===== config.mk =====
export PLATFORM = sky130hd
export DESIGN_NAME = melody_sequencer
export DESIGN_NICKNAME = d
export VERILOG_FILES = /design/src/rtl/melody_sequencer.sv
export SDC_FILE = /design/constraint.sdc
export NUM_CORES = 1
export LEC_CHECK = 0
export CORE_UTILIZATION = 56
export DETAILED_ROUTE_END_ITERATION = 10
export HOLD_SLACK_MARGIN = 0.15
export PLACE_DENSITY = 0.84
export SLEW_MARGIN = 20
export SYNTH_ARGS = -nofsm -noshare
export SYNTH_HDL_FRONTEND = slang
export SYNTH_SLANG_ARGS = --single-unit

===== constraint.sdc =====
create_clock -name clk -period 2.4 [get_ports clk]
set_clock_uncertainty 0.2 [all_clocks]
set_input_delay 0.48 -clock clk [delete_from_list [all_inputs] [get_ports clk]]
set_output_delay 0.48 -clock clk [all_outputs]
set_load 0.02 [all_outputs]

===== src/rtl/melody_sequencer.sv =====
// melody_sequencer: plays a loadable note table as divider/gate pairs for the tone generator
module melody_sequencer #(
  parameter int NOTES = 16,
  parameter int TICK_DIV = 1000000,
  parameter int GAP_CYC = 4,
  parameter int DIV_W = 15,
  localparam int IW = $clog2(NOTES)
) (
  input  logic             clk,
  input  logic             rst_n,
  input  logic             start,
  input  logic             stop,
  input  logic             loop,
  input  logic             wr_en,
  input  logic [IW-1:0]    wr_addr,
  input  logic [DIV_W+3:0] wr_data,
  output logic [DIV_W-1:0] divider,
  output logic             gate,
  output logic             busy,
  output logic [IW-1:0]    note_idx,
  output logic             done
);
  localparam int TW = $clog2(TICK_DIV > 1 ? TICK_DIV : 2);
  localparam int GW = $clog2(GAP_CYC > 1 ? GAP_CYC : 2);
  typedef enum logic [1:0] {IDLE, LOAD, PLAY, GAP} state_t;
  state_t state;
  logic [DIV_W+3:0] tbl [NOTES];
  logic [DIV_W+3:0] ent;
  logic [TW-1:0] tick;
  logic [3:0] rem;
  logic [GW-1:0] gap;
  logic tick_last, step;
  assign ent = tbl[note_idx];
  assign tick_last = tick == TW'(TICK_DIV - 1);
  // step fires on the last cycle of a note, after its gap if there is one
  assign step = (state == PLAY && tick_last && rem == 4'd0 && GAP_CYC == 0) ||
                (state == GAP && gap == GW'(GAP_CYC - 1));
  always_ff @(posedge clk or negedge rst_n)
    if (!rst_n)
      for (int i = 0; i < NOTES; i++) tbl[i] <= '0;
    else if (wr_en)
      tbl[wr_addr] <= wr_data;
  always_ff @(posedge clk or negedge rst_n)
    if (!rst_n) begin
      state <= IDLE;
      note_idx <= '0;
      tick <= '0;
      rem <= '0;
      gap <= '0;
      divider <= '0;
      gate <= 1'b0;
      busy <= 1'b0;
      done <= 1'b0;
    end else begin
      done <= 1'b0;
      if (stop && state != IDLE) begin
        state <= IDLE;
        divider <= '0;
        gate <= 1'b0;
        busy <= 1'b0;
      end else if (step) begin
        divider <= '0;
        gate <= 1'b0;
        if (note_idx != IW'(NOTES - 1) || loop) begin
          state <= LOAD;
          note_idx <= note_idx + 1'b1;
        end else begin
          state <= IDLE;
          busy <= 1'b0;
          done <= 1'b1;
        end
      end else
        case (state)
          IDLE: if (start && !stop) begin
            state <= LOAD;
            note_idx <= '0;
            busy <= 1'b1;
          end
          LOAD: begin
            state <= PLAY;
            tick <= '0;
            rem <= ent[3:0];
            divider <= ent[DIV_W+3:4];
            gate <= |ent[DIV_W+3:4];
          end
          PLAY: begin
            tick <= tick_last ? '0 : tick + 1'b1;
            if (tick_last && rem != 4'd0) rem <= rem - 1'b1;
            if (tick_last && rem == 4'd0) begin
              state <= GAP;
              gap <= '0;
              divider <= '0;
              gate <= 1'b0;
            end
          end
          GAP: gap <= gap + 1'b1;
        endcase
    end
endmodule


==> results of run 1 <==
logic make-up after synthesis:
kind of cell             count (synthesis)
AO/OA/AOI/OAI                          126
XOR/XNOR                                12
adder cells (fa/ha/maj)                 10
buffers and inverters                   92
flip-flops                             354
multiplexers                           419
AND/OR/NAND/NOR                        142
registers in the layout (all words and copies together), names as in the netlist:
register  flops
busy          1
divider      15
done          1
gap           2
gate          1
note_idx      4
rem           4
state         2
tbl         304
tick         20
power groups by stage:
stage	clock network, mW	logic (mW)	registers [mW]
floorplan	0	4.11	8.06
global placement	0	5.78	8.10
detailed placement	0	6.02	8.22
CTS	5.60	6.63	8.15
global route	5.90	7.86	8.41
finish	5.61	7.43	8.28
layout make-up:
| class | instances | area (µm²) | share of cell area |
|---|---|---|---|
| clock buffers | 57 | 1100 | 0.0548 |
| flip-flops and latches | 354 | 8860 | 0.442 |
| well taps | 384 | 480 | 0.0239 |
| clock inverters | 8 | 72.6 | 0.00361 |
| repair buffers | 176 | 2010 | 0.100 |
| multi-input cells | 709 | 7510 | 0.374 |
| inverters | 11 | 41.3 | 0.00206 |
final timing paths:
kind	start	end	slack [ps]	depth (start not counted)
setup / recovery	note_idx[0]$_DFFE_PN0P_	gate$_DFFE_PN0P_	-370	9
setup reg to reg	note_idx[0]$_DFFE_PN0P_	gate$_DFFE_PN0P_	-370	9
min in group clk	gap[0]$_DFFE_PN0P_	gap[0]$_DFFE_PN0P_	290	1
max in group asynchronous	rst_n	tbl[158]$_DFFE_PN0P_	950	3
hold / removal	rst_n	tick[14]$_DFFE_PN0P_	290	2
hold reg to reg	gap[0]$_DFFE_PN0P_	gap[0]$_DFFE_PN0P_	290	1
Yosys cell counts (3+ instances only):
cell and number:
mux2_2 304, nor3b_1 4, inv_1 10, buf_6 7, nand2b_1 12, a21oi_1 5, a22o_1 17, o21ai_0 30
a21o_1 3, nand3_1 12, mux2i_1 71, xnor2_1 6, dfrtp_1 354, and3_1 5, nand4_1 7, clkbuf_1 47
nor2_1 34, buf_2 24, xor2_1 6, nor3_1 4, or3_1 3, mux4_2 44, ha_1 10, a221oi_1 34
nor2b_1 8, nor4_2 4, a22oi_1 17, nand2_1 38
critical path: cells and delay by family, from the launching register on:
kind,cells,cell delay (ps)
AO/OA/AOI/OAI,3,700
buffers and inverters,2,350
flip-flops,1,470
multiplexers,1,310
AND/OR/NAND/NOR,3,600
repair_timing:
item / 4_1_cts / 5_1_grt
pin swaps: 15 / 32
hold buffers: 1 / 0
hold endpoints to repair: 110 / 0
setup endpoints to repair: 10 / 33
resized for setup: 47 / 78
setup buffers: 16 / 15
per-stage QoR:
stage          hold WS (ps)  utilization  area, µm²  cells
2_1_floorplan         -15.6            -      16300   1155
3_3_place_gp            262        0.631      18100   1606
3_5_place_dp            268        0.631      18100   1606
4_1_cts                 293        0.683      19600   1688
5_1_grt                 314        0.700      20100   1699
6_report                291        0.700      20100   1699
layer usage:
layer | GRT usage | wire (µm)
met3 | 0.0554 | 2770
met4 | 0.107 | 2050
met1 | 0.358 | 17200
met5 | 0 | 0
met2 | 0.478 | 21700
==> metrics.md, run 1 <==
| Metric | Value |
|---|---|
| Worst min path class | input pin to asynchronous set/reset pin |
| Synth area leader | dfrtp_1 |
| Syn Inst Count | 1155 |
| N_diodes | 0 |
| Largest cells by area after synthesis | dfrtp_1, mux2_2, mux4_2 |
| Final WS setup | -365 ps |
| Critical Path Source Type | register |
| Drt total wl | 43700 µm |
| Clock group share of total power | 0.263 |
| Avg Inst Size Synth | 14.1 µm² |
| Combinational family with the most area after synthesis | multiplexers |
| CTS tree | built |
| Top FF cell, synth | dfrtp_1 |
| Yosys reg bits | 354 |
| Slew margin rel. | 0.542 |
| Fill cells | 1674 |
| Critical setup path kind | register to register |
| Die extent in y | 173 µm |
| Post-route setup TNS | -1160 ps |
| Min Clock Period, post-route | 2770 ps |
| Most used cell along the critical path | buf_12 |
| Vias in the first global route | 11400 |
| Slowest CP cell | dfrtp_4 |
| DRT antenna net count | 0 |
| Synth top area share | 0.542 |
| Worst vdd ir | 0.523 mV |
| Total Nets Final | 1327 |
| Setup Viol. Count Final | 9 |
| Logic gate share of total power | 0.349 |
| Initial antenna violation count | 0 |
| Synth Area in XOR/XNOR | 0.00644 |
| Leak | 8.50 nW |
| Most common cell after layout, fill and taps aside | dfrtp_1 |
| Final Power | 21.3 mW |
| Mapped Area | 16300 µm² |
| Rows | 62 |
| Root buf cell | clkbuf_16 |
| Post-synth EDFFs | 0 |
| RSZ-0062 raised after global routing | yes |
| Die Area | 29900 µm² |
| Max-cap viol count | 0 |
| Via count | 11000 |
| Number of clock sinks | 354 |
| Vias per std cell | 6.45 |
| Outcome | finished with violations |
| Critical path required time | 2610 ps |
| Net switching power | 6.61 mW |
| Max H-tree Level | 2 |
| Synth cell types | 53 |
| Max stage delay on crit path | 470 ps |
| Final HPWL DP | 24600 µm |
| Overall Global Routing Usage | 0.281 |
| Ys async rst share | 1.00 |
| Sw Share | 0.310 |
| DR iter-0 viols | 932 |
| Ys Warns | 0 |
| CP Capture Type | register |
| PD cells | 1060 nW/µm² |
| Core area | 28700 µm² |
| Gp weighted congestion | 0.833 |
| Max-slew violations | 0 |
| Worst-Margin Slew | 687 ps |
| Compound-Gate Fraction of Synth Area | 0.0575 |
| Initial Utilization | 0.569 |
| Most frequent cells in the layout | dfrtp_1, mux2_2, buf_4 |
| Synthesis-to-finish area growth | 22.9% |
| First-pass GRT wire length | 65200 µm |
| Max Buffers Root-to-Sink | 3 |
| Adder-cell share of the synthesized area | 0.00766 |
| Port bufs | 50 |
| Mux contribution to synthesized area | 0.314 |
| Crit-path cells | buf_12 > buf_12 > mux2i_1 > a221oi_1 > o21ai_0 > nand2_1 > nor4_4 > nand4_1 > a22o_1 |
| I/O pin count | 51 |
| Flop pwr share | 0.388 |
| Fin crit share | 1.15 |
| Remaining DRCs | 0 |
| Pin count of the biggest net entering global routing | 66 |
| Fraction of layout cells with a size suffix above 1 | 0.468 |
| Max Fclk | 362 MHz |
| Sequential share of the synthesized area | 0.542 |
| CP max FO | 21 |
| CTS Buf Count | 36 |
| DIE WIDTH | 173 µm |
| Hold Violations, Final | 0 |
| Clock transition at the registers of the reported paths | 60 ps |
| CP arrival | 2980 ps |
| Synth Area in Simple Gates | 0.0455 |
| Failing checks | setup timing |
| Final global-route overflow total | 0 |
| DR pass1 iterations | 7 |
| Pint | 14.7 mW |
| Clk Latency, worst-skew pair | 530 ps |
| DR WL/cell | 25.7 µm |
| Post-Place Setup Slack | -290 ps |
| Synthesized netlist net count | 1194 |
No activity file was read; power rests on OpenSTA's default activity.
==> inputs of run 2 (changes only) <==
CELL_PAD_IN_SITES_DETAIL_PLACEMENT = 1   (was not set)
CELL_PAD_IN_SITES_GLOBAL_PLACEMENT = 2   (was not set)
CORE_UTILIZATION = 41   (was 56)
==> run 2 against run 1 <==
Effect of this change:
- combinational power shrank 3.5%
- sequential cell count is the same
- via count fell by 3.3%
- non-clock buffer count rose by 12
- final area rose by 0.95%
- power grew 1.3%
- register-to-register slack improved by 140 ps
- utilization fell by 18 points
- die area increased by 36%
- critical path depth is 2 lower
- the flow still finishes with violations (setup timing)
- highest routed layer unchanged
==> metrics.md, run 2 (synthesized netlist as in run 1, its figures left out) <==
| Metric | Value |
|---|---|
| N_diodes | 0 (unchanged) |
| Max stage delay on crit path | 540 ps (was 470 ps) |
| Dpl cells | 1761 (was 1606) |
| Net switching power | 6.50 mW (was 6.61 mW) |
| DR pass1 iterations | 4 (was 7) |
| Total Nets Final | 1342 (was 1327) |
| Pint | 15.1 mW (was 14.7 mW) |
| Most used cell along the critical path | buf_12 (unchanged) |
| Failing checks | setup timing (unchanged) |
| CP Capture Type | register (unchanged) |
| Clock transition at the registers of the reported paths | 60 ps (about the same) |
| Core area | 39000 µm² (was 28700 µm²) |
| Port bufs | 50 (unchanged) |
| DIE WIDTH | 202 µm (was 173 µm) |
| Slew margin rel. | 0.553 (was 0.542) |
| Max-cap viol count | 0 (unchanged) |
| Setup Viol. Count Final | 8 (was 9) |
| Vias in the first global route | 11900 (was 11400) |
| Max Buffers Root-to-Sink | 3 (unchanged) |
| Die extent in y | 202 µm (was 173 µm) |
| Max FFs per register | 304 (unchanged) |
| Fin area | 20300 µm² (was 20100 µm²) |
| CTS Buf Count | 39 (was 36) |
| Worst vdd ir | 0.499 mV (was 0.523 mV) |
| Clock group share of total power | 0.289 (was 0.263) |
| Vias per std cell | 5.72 (was 6.45) |
| Crit-path cells | buf_12 > buf_12 > buf_12 > mux4_2 > mux4_2 > a222oi_1 > inv_1 (was buf_12 > buf_12 > mux2i_1 > a221oi_1 > o21ai_0 > nand2_1 > nor4_4 > nand4_1 > a22o_1) |
| Worst-Margin Slew | 668 ps (was 687 ps) |
| Rows | 72 (was 62) |
| Logic gate share of total power | 0.332 (was 0.349) |
| Placed Area | 18400 µm² (was 18100 µm²) |
| Max Fclk | 381 MHz (was 362 MHz) |
| Gp weighted congestion | 0.795 (was 0.833) |
| Via count | 10600 (was 11000) |
| CP max FO | 7 (was 21) |
| CP arrival | 2830 ps (was 2980 ps) |
| Number of clock sinks | 354 (unchanged) |
| RSZ-0062 raised after global routing | yes (unchanged) |
| Critical Path Source Type | register (unchanged) |
| Reg with most FFs | tbl (unchanged) |
| I/O pin count | 51 (unchanged) |
| Min Clock Period, post-route | 2620 ps (was 2770 ps) |
| Final HPWL DP | 28200 µm (was 24600 µm) |
| Initial antenna violation count | 0 (unchanged) |
| Top flop regs | tbl (304), tick (20), divider (15) (unchanged) |
| DR iter-0 viols | 602 (was 932) |
| Die Area | 40600 µm² (was 29900 µm²) |
| Fraction of layout cells with a size suffix above 1 | 0.463 (was 0.468) |
| Overall Global Routing Usage | 0.237 (was 0.281) |
| Initial Utilization | 0.419 (was 0.569) |
| Hold_ws | 219 ps (was 291 ps) |
| Max-slew violations | 0 (unchanged) |
| Most frequent cells in the layout | dfrtp_1, mux2_2, buf_4 (unchanged) |
| Final global-route overflow total | 0 (unchanged) |
| Post-route setup TNS | -862 ps (was -1160 ps) |
| Max H-tree Level | 2 (unchanged) |
| DRT antenna net count | 0 (unchanged) |
| CTS tree | built (unchanged) |
| Non-filler cells, final | 1850 (was 1699) |
| Slowest CP cell | dfrtp_4 (unchanged) |
| Outcome | finished with violations (unchanged) |
| Final WS setup | -222 ps (was -365 ps) |
| Sw Share | 0.301 (was 0.310) |
| Critical setup path kind | register to register (unchanged) |
| Clk Latency, worst-skew pair | 540 ps (was 530 ps) |
| Hold Violations, Final | 0 (unchanged) |
| Most common cell after layout, fill and taps aside | dfrtp_1 (unchanged) |
| Leak | 8.65 nW (was 8.50 nW) |
| Critical path required time | 2610 ps (about the same) |
| Drt total wl | 46700 µm (was 43700 µm) |
| First-pass GRT wire length | 73700 µm (was 65200 µm) |
| Remaining DRCs | 0 (unchanged) |
| Pin count of the biggest net entering global routing | 78 (was 66) |
| PD cells | 1070 nW/µm² (was 1060 nW/µm²) |
| Root buf cell | clkbuf_16 (unchanged) |
| DR WL/cell | 25.2 µm (was 25.7 µm) |
| Synthesis-to-finish area growth | 24.1% (was 22.9%) |
| Fin crit share | 1.09 (was 1.15) |
| Flop pwr share | 0.379 (was 0.388) |
| Worst min path class | input pin to asynchronous set/reset pin (unchanged) |
==> run 2: changes by cell type in the layout (fill, tap and decap cells not counted), moves of 4 or more <==
cell,change
buf_12,-4
a221oi_2,+7
buf_6,-5
mux2i_4,-9
buf_4,+22
a221oi_4,-4
clkbuf_16,+4
mux2i_1,+11
==> run 2: path summary, 6_finish.rpt <==
path                                         start              endpoint  slack, ps  depth (start not counted)
setup / recovery           note_idx[0]$_DFFE_PN0P_    rem[3]$_DFFE_PN0P_       -220                          7
hold / removal                               rst_n   tick[8]$_DFFE_PN0P_        220                          2
setup reg to reg           note_idx[0]$_DFFE_PN0P_    rem[3]$_DFFE_PN0P_       -220                          7
hold reg to reg                 gap[0]$_DFFE_PN0P_    gap[0]$_DFFE_PN0P_        300                          1
max in group asynchronous                    rst_n  tbl[186]$_DFFE_PN0P_       1020                          3
min in group clk                gap[0]$_DFFE_PN0P_    gap[0]$_DFFE_PN0P_        300                          1
==> run 2: per-layer routing <==
metal,global-route usage,share of wire,vias to the layer above
li1,-,-,4605
met1,0.301,0.42,5701
met2,0.422,0.52,200
met3,0.0326,0.034,81
met4,0.0668,0.025,0
met5,0,0,-
==> run 2: repair_timing <==
item | CTS | global route
gates resized for setup | 30 | 47
endpoints found under the setup margin | 28 | 36
endpoints found under the hold margin | 354 | 0
pin swaps | 6 | 21
hold buffers | 1 | 0
setup buffers | 10 | 8
==> run 2: metrics by stage <==
| step | util | worst slack, ps | power [mW] |
|---|---|---|---|
| floorplan | - | 37.2 | 12.2 |
| global placement | 0.473 | -251 | 14.4 |
| detailed placement | 0.473 | -262 | 14.7 |
| CTS | 0.512 | -175 | 21.3 |
| global route | 0.520 | -323 | 22.6 |
| finish | 0.520 | -222 | 21.6 |
==> run 2: critical path, delay by kind of cell, from the launching register on <==
family                 cells  cell delay, ps
AO/OA/AOI/OAI              1             290
buffers and inverters      4             500
flip-flops                 1             540
multiplexers               2             950
==> run 2: cell type report <==
type / instances / area, µm²
tap: 518 / 648
multi-input combinational: 709 / 7330
inverter: 11 / 41.3
clock inverter: 9 / 120
timing repair buffer: 188 / 2040
sequential: 354 / 8860
clock buffer: 61 / 1230
fill: 3747 / 18700
==> run 2: power groups by stage <==
stage / combinational (mW) / clock, mW / sequential (mW)
6_report: 7.17 / 6.24 / 8.20
5_1_grt: 7.70 / 6.58 / 8.35
4_1_cts: 6.84 / 6.34 / 8.17
3_5_place_dp: 6.49 / 0 / 8.24
3_3_place_gp: 6.25 / 0 / 8.12
2_1_floorplan: 4.11 / 0 / 8.06
==> inputs of run 3 (changes only) <==
CORE_ASPECT_RATIO = 1.4   (was not set)
CORE_UTILIZATION = 45   (was 41)
PLACE_DENSITY = not set   (was 0.84)
PLACE_DENSITY_LB_ADDON = 0.2   (was not set)
clock period = 2.9 ns   (was 2.4 ns; I/O delays follow)
==> run 3 against run 2 <==
Effect of this change:
- the run now ends clean
- combinational power down 31%
- die area decreased by 8.8%
- via count fell by 4.2%
- routed wire length down 4.3%
- critical endpoint is now note_idx[1]
- register-to-register slack gained 470 ps
- power down 21%
- first-iteration DRC count fell by 25%
==> metrics.md, run 3 (synthesized netlist as in run 1, its figures left out) <==
| Metric | Value |
|---|---|
| Total Nets Final | 1274 (was 1342) |
| Final HPWL DP | 28600 µm (was 28200 µm) |
| Min Clock Period, post-route | 2760 ps |
| Remaining DRCs | 0 (unchanged) |
| # hold bufs at CTS | 1 (unchanged) |
| CTS Buf Count | 38 (was 39) |
| Cell depth of the worst hold path | 1 |
| DR iter-0 viols | 451 (was 602) |
| CP Capture Type | output pin (was register) |
| Top Family by Delay on Critical Path | buffers and inverters (was multiplexers) |
| Most common cell after layout, fill and taps aside | dfrtp_1 (unchanged) |
| Number of clock sinks | 354 (unchanged) |
| Fill cells | 3411 (was 3747) |
| Via count | 10100 (was 10600) |
| Leak | 8.12 nW (was 8.65 nW) |
| Hold Violations, Final | 0 (unchanged) |
| Slew margin rel. | 0.476 (was 0.553) |
| Setup Viol. Count Final | 0 (was 8) |
| Clock transition at the registers of the reported paths | 60 ps (about the same) |
| Outcome | finished clean (was finished with violations) |
| Root buf cell | clkbuf_16 (unchanged) |
| Critical setup path kind | register to output pin (was register to register) |
| DR WL/cell | 25.9 µm (was 25.2 µm) |
| Reg with most FFs | tbl (unchanged) |
| CP max FO | 19 (was 7) |
| CTS tree | built (unchanged) |
| Critical path required time | 2120 ps (was 2610 ps) |
| Vias per std cell | 5.88 (was 5.72) |
| N_diodes | 0 (unchanged) |
| Max Buffers Root-to-Sink | 3 (unchanged) |
| RSZ-0062 raised after global routing | no (was yes) |
| Core area | 35800 µm² (was 39000 µm²) |
| Worst min path class | register to register (was input pin to asynchronous set/reset pin) |
| Most frequent cells in the layout | dfrtp_1, mux2_2, mux2i_1 (was dfrtp_1, mux2_2, buf_4) |
| Die extent in y | 227 µm (was 202 µm) |
| Top flop regs | tbl (304), tick (20), divider (15) (unchanged) |
| Max-cap viol count | 0 (unchanged) |
| Gp weighted congestion | 0.789 (was 0.795) |
| DR pass1 iterations | 4 (unchanged) |
| Overall Global Routing Usage | 0.255 (was 0.237) |
| DIE WIDTH | 163 µm (was 202 µm) |
| Crit-path cells | buf_4 > clkdlybuf4s50_1 (was buf_12 > buf_12 > buf_12 > mux4_2 > mux4_2 > a222oi_1 > inv_1) |
| Clk Latency, worst-skew pair | 550 ps (was 540 ps) |
| Path depth of the worst reg2reg path | 7 (unchanged) |
| Rows | 82 (was 72) |
| Fraction of layout cells with a size suffix above 1 | 0.399 (was 0.463) |
| Max Fclk | 362 MHz |
| Max H-tree Level | 2 (unchanged) |
| Die Area | 37100 µm² (was 40600 µm²) |
| WP buf/inv | 2 (was 4) |
| Sequential Area | 8860 µm² (about the same) |
| Initial Utilization | 0.456 (was 0.419) |
| Multi-input gate area | 7070 µm² (was 7330 µm²) |
| CP arrival | 1980 ps (was 2830 ps) |
| Worst vdd ir | 0.507 mV (was 0.499 mV) |
| Initial antenna violation count | 0 (unchanged) |
| Pin count of the biggest net entering global routing | 71 (was 78) |
| PD cells | 886 nW/µm² (was 1070 nW/µm²) |
| Fin crit share | 0.952 |
| Vias in the first global route | 11300 (was 11900) |
| Synthesis-to-finish area growth | 17.9% (was 24.1%) |
| Port bufs | 50 (unchanged) |
| Max-slew violations | 0 (unchanged) |
| Critical path depth in cells | 2 (was 7) |
| I/O pin count | 51 (unchanged) |
| Slowest CP cell | clkdlybuf4s50_1 (was dfrtp_4) |
| Worst-Margin Slew | 786 ps (was 668 ps) |
| Post_cts resized | 0 (was 30) |
| Max FFs per register | 304 (unchanged) |
| DRT antenna net count | 0 (unchanged) |
| Final global-route overflow total | 0 (unchanged) |
| First-pass GRT wire length | 69600 µm (was 73700 µm) |
| Drt total wl | 44700 µm (was 46700 µm) |
| Critical Path Source Type | register (unchanged) |
| Finished Core Util | 0.538 (was 0.520) |
| Buffer count from post-CTS setup fixing | 0 (was 10) |
| Max stage delay on crit path | 680 ps (was 540 ps) |
| Post-route setup TNS | 0 ps (was -862 ps) |
run 3: cell count changes in the layout (fill, tap and decap cells not counted), moves of 8 or more:
cell,before,now
nand2_2,8,0
nand2_1,30,38
a221oi_2,16,0
buf_4,90,48
buf_12,34,22
buf_6,11,0
a22oi_1,9,17
a22oi_2,8,0
a221oi_1,18,34
run 3: layout make-up:
type	instances	share of cell area
Clock buffer	54	0.0578
Inverter	11	0.00215
Tap cell	462	0.0300
Multi-Input combinational cell	709	0.367
Timing Repair Buffer	121	0.0684
Sequential cell	354	0.461
Clock inverter	15	0.0138
run 3: power by group:
group / internal (mW) / switching, mW / total, mW
Clock: 3.31 / 2.04 / 5.35
Combinational: 2.63 / 2.31 / 4.94
Sequential: 6.09 / 0.674 / 6.76
Total: 12.0 / 5.03 / 17.1
run 3: metrics by stage:
step / std cells / instance area [µm²] / setup WS (ps) / hold WS (ps) / power, mW
after global routing: 1726 / 19200 / 34.3 / 311 / 17.9
after global placement: 1656 / 17900 / 155 / 267 / 11.7
after CTS: 1726 / 19200 / 103 / 285 / 17.3
after floorplan: 1155 / 16300 / 409 / 84.4 / 10.1
after detailed placement: 1656 / 17900 / 122 / 278 / 11.8
final: 1726 / 19200 / 138 / 282 / 17.1
run 3: path summary, 6_finish.rpt:
check                                        startpoint                    to  slack (ps)
max in group asynchronous                         rst_n  tbl[200]$_DFFE_PN0P_        1230
worst min-delay path                 gap[0]$_DFFE_PN0P_    gap[0]$_DFFE_PN0P_         280
min in group asynchronous                         rst_n   tbl[60]$_DFFE_PN0P_         370
worst max-delay path            note_idx[1]$_DFFE_PN0P_           note_idx[1]         140
worst min register to register       gap[0]$_DFFE_PN0P_    gap[0]$_DFFE_PN0P_         280
worst max register to register  note_idx[0]$_DFFE_PN0P_      gate$_DFFE_PN0P_         250
run 3: worst reg2reg max path: stages, from the launching register on:
cell and delay [ps]:
dfrtp_4 520, buf_12 200, mux4_2 520, a22oi_1 200, nand2_1 210, nor3_1 320, nand4_1 130, a22o_1 220
run 3: routing by layer:
metal / GRT usage / part of all wire / up-vias
li1: - / - / 4458
met1: 0.310 / 0.40 / 5438
met2: 0.460 / 0.54 / 161
met3: 0.0384 / 0.032 / 89
met4: 0.0892 / 0.032 / 0
met5: 0 / 0 / -
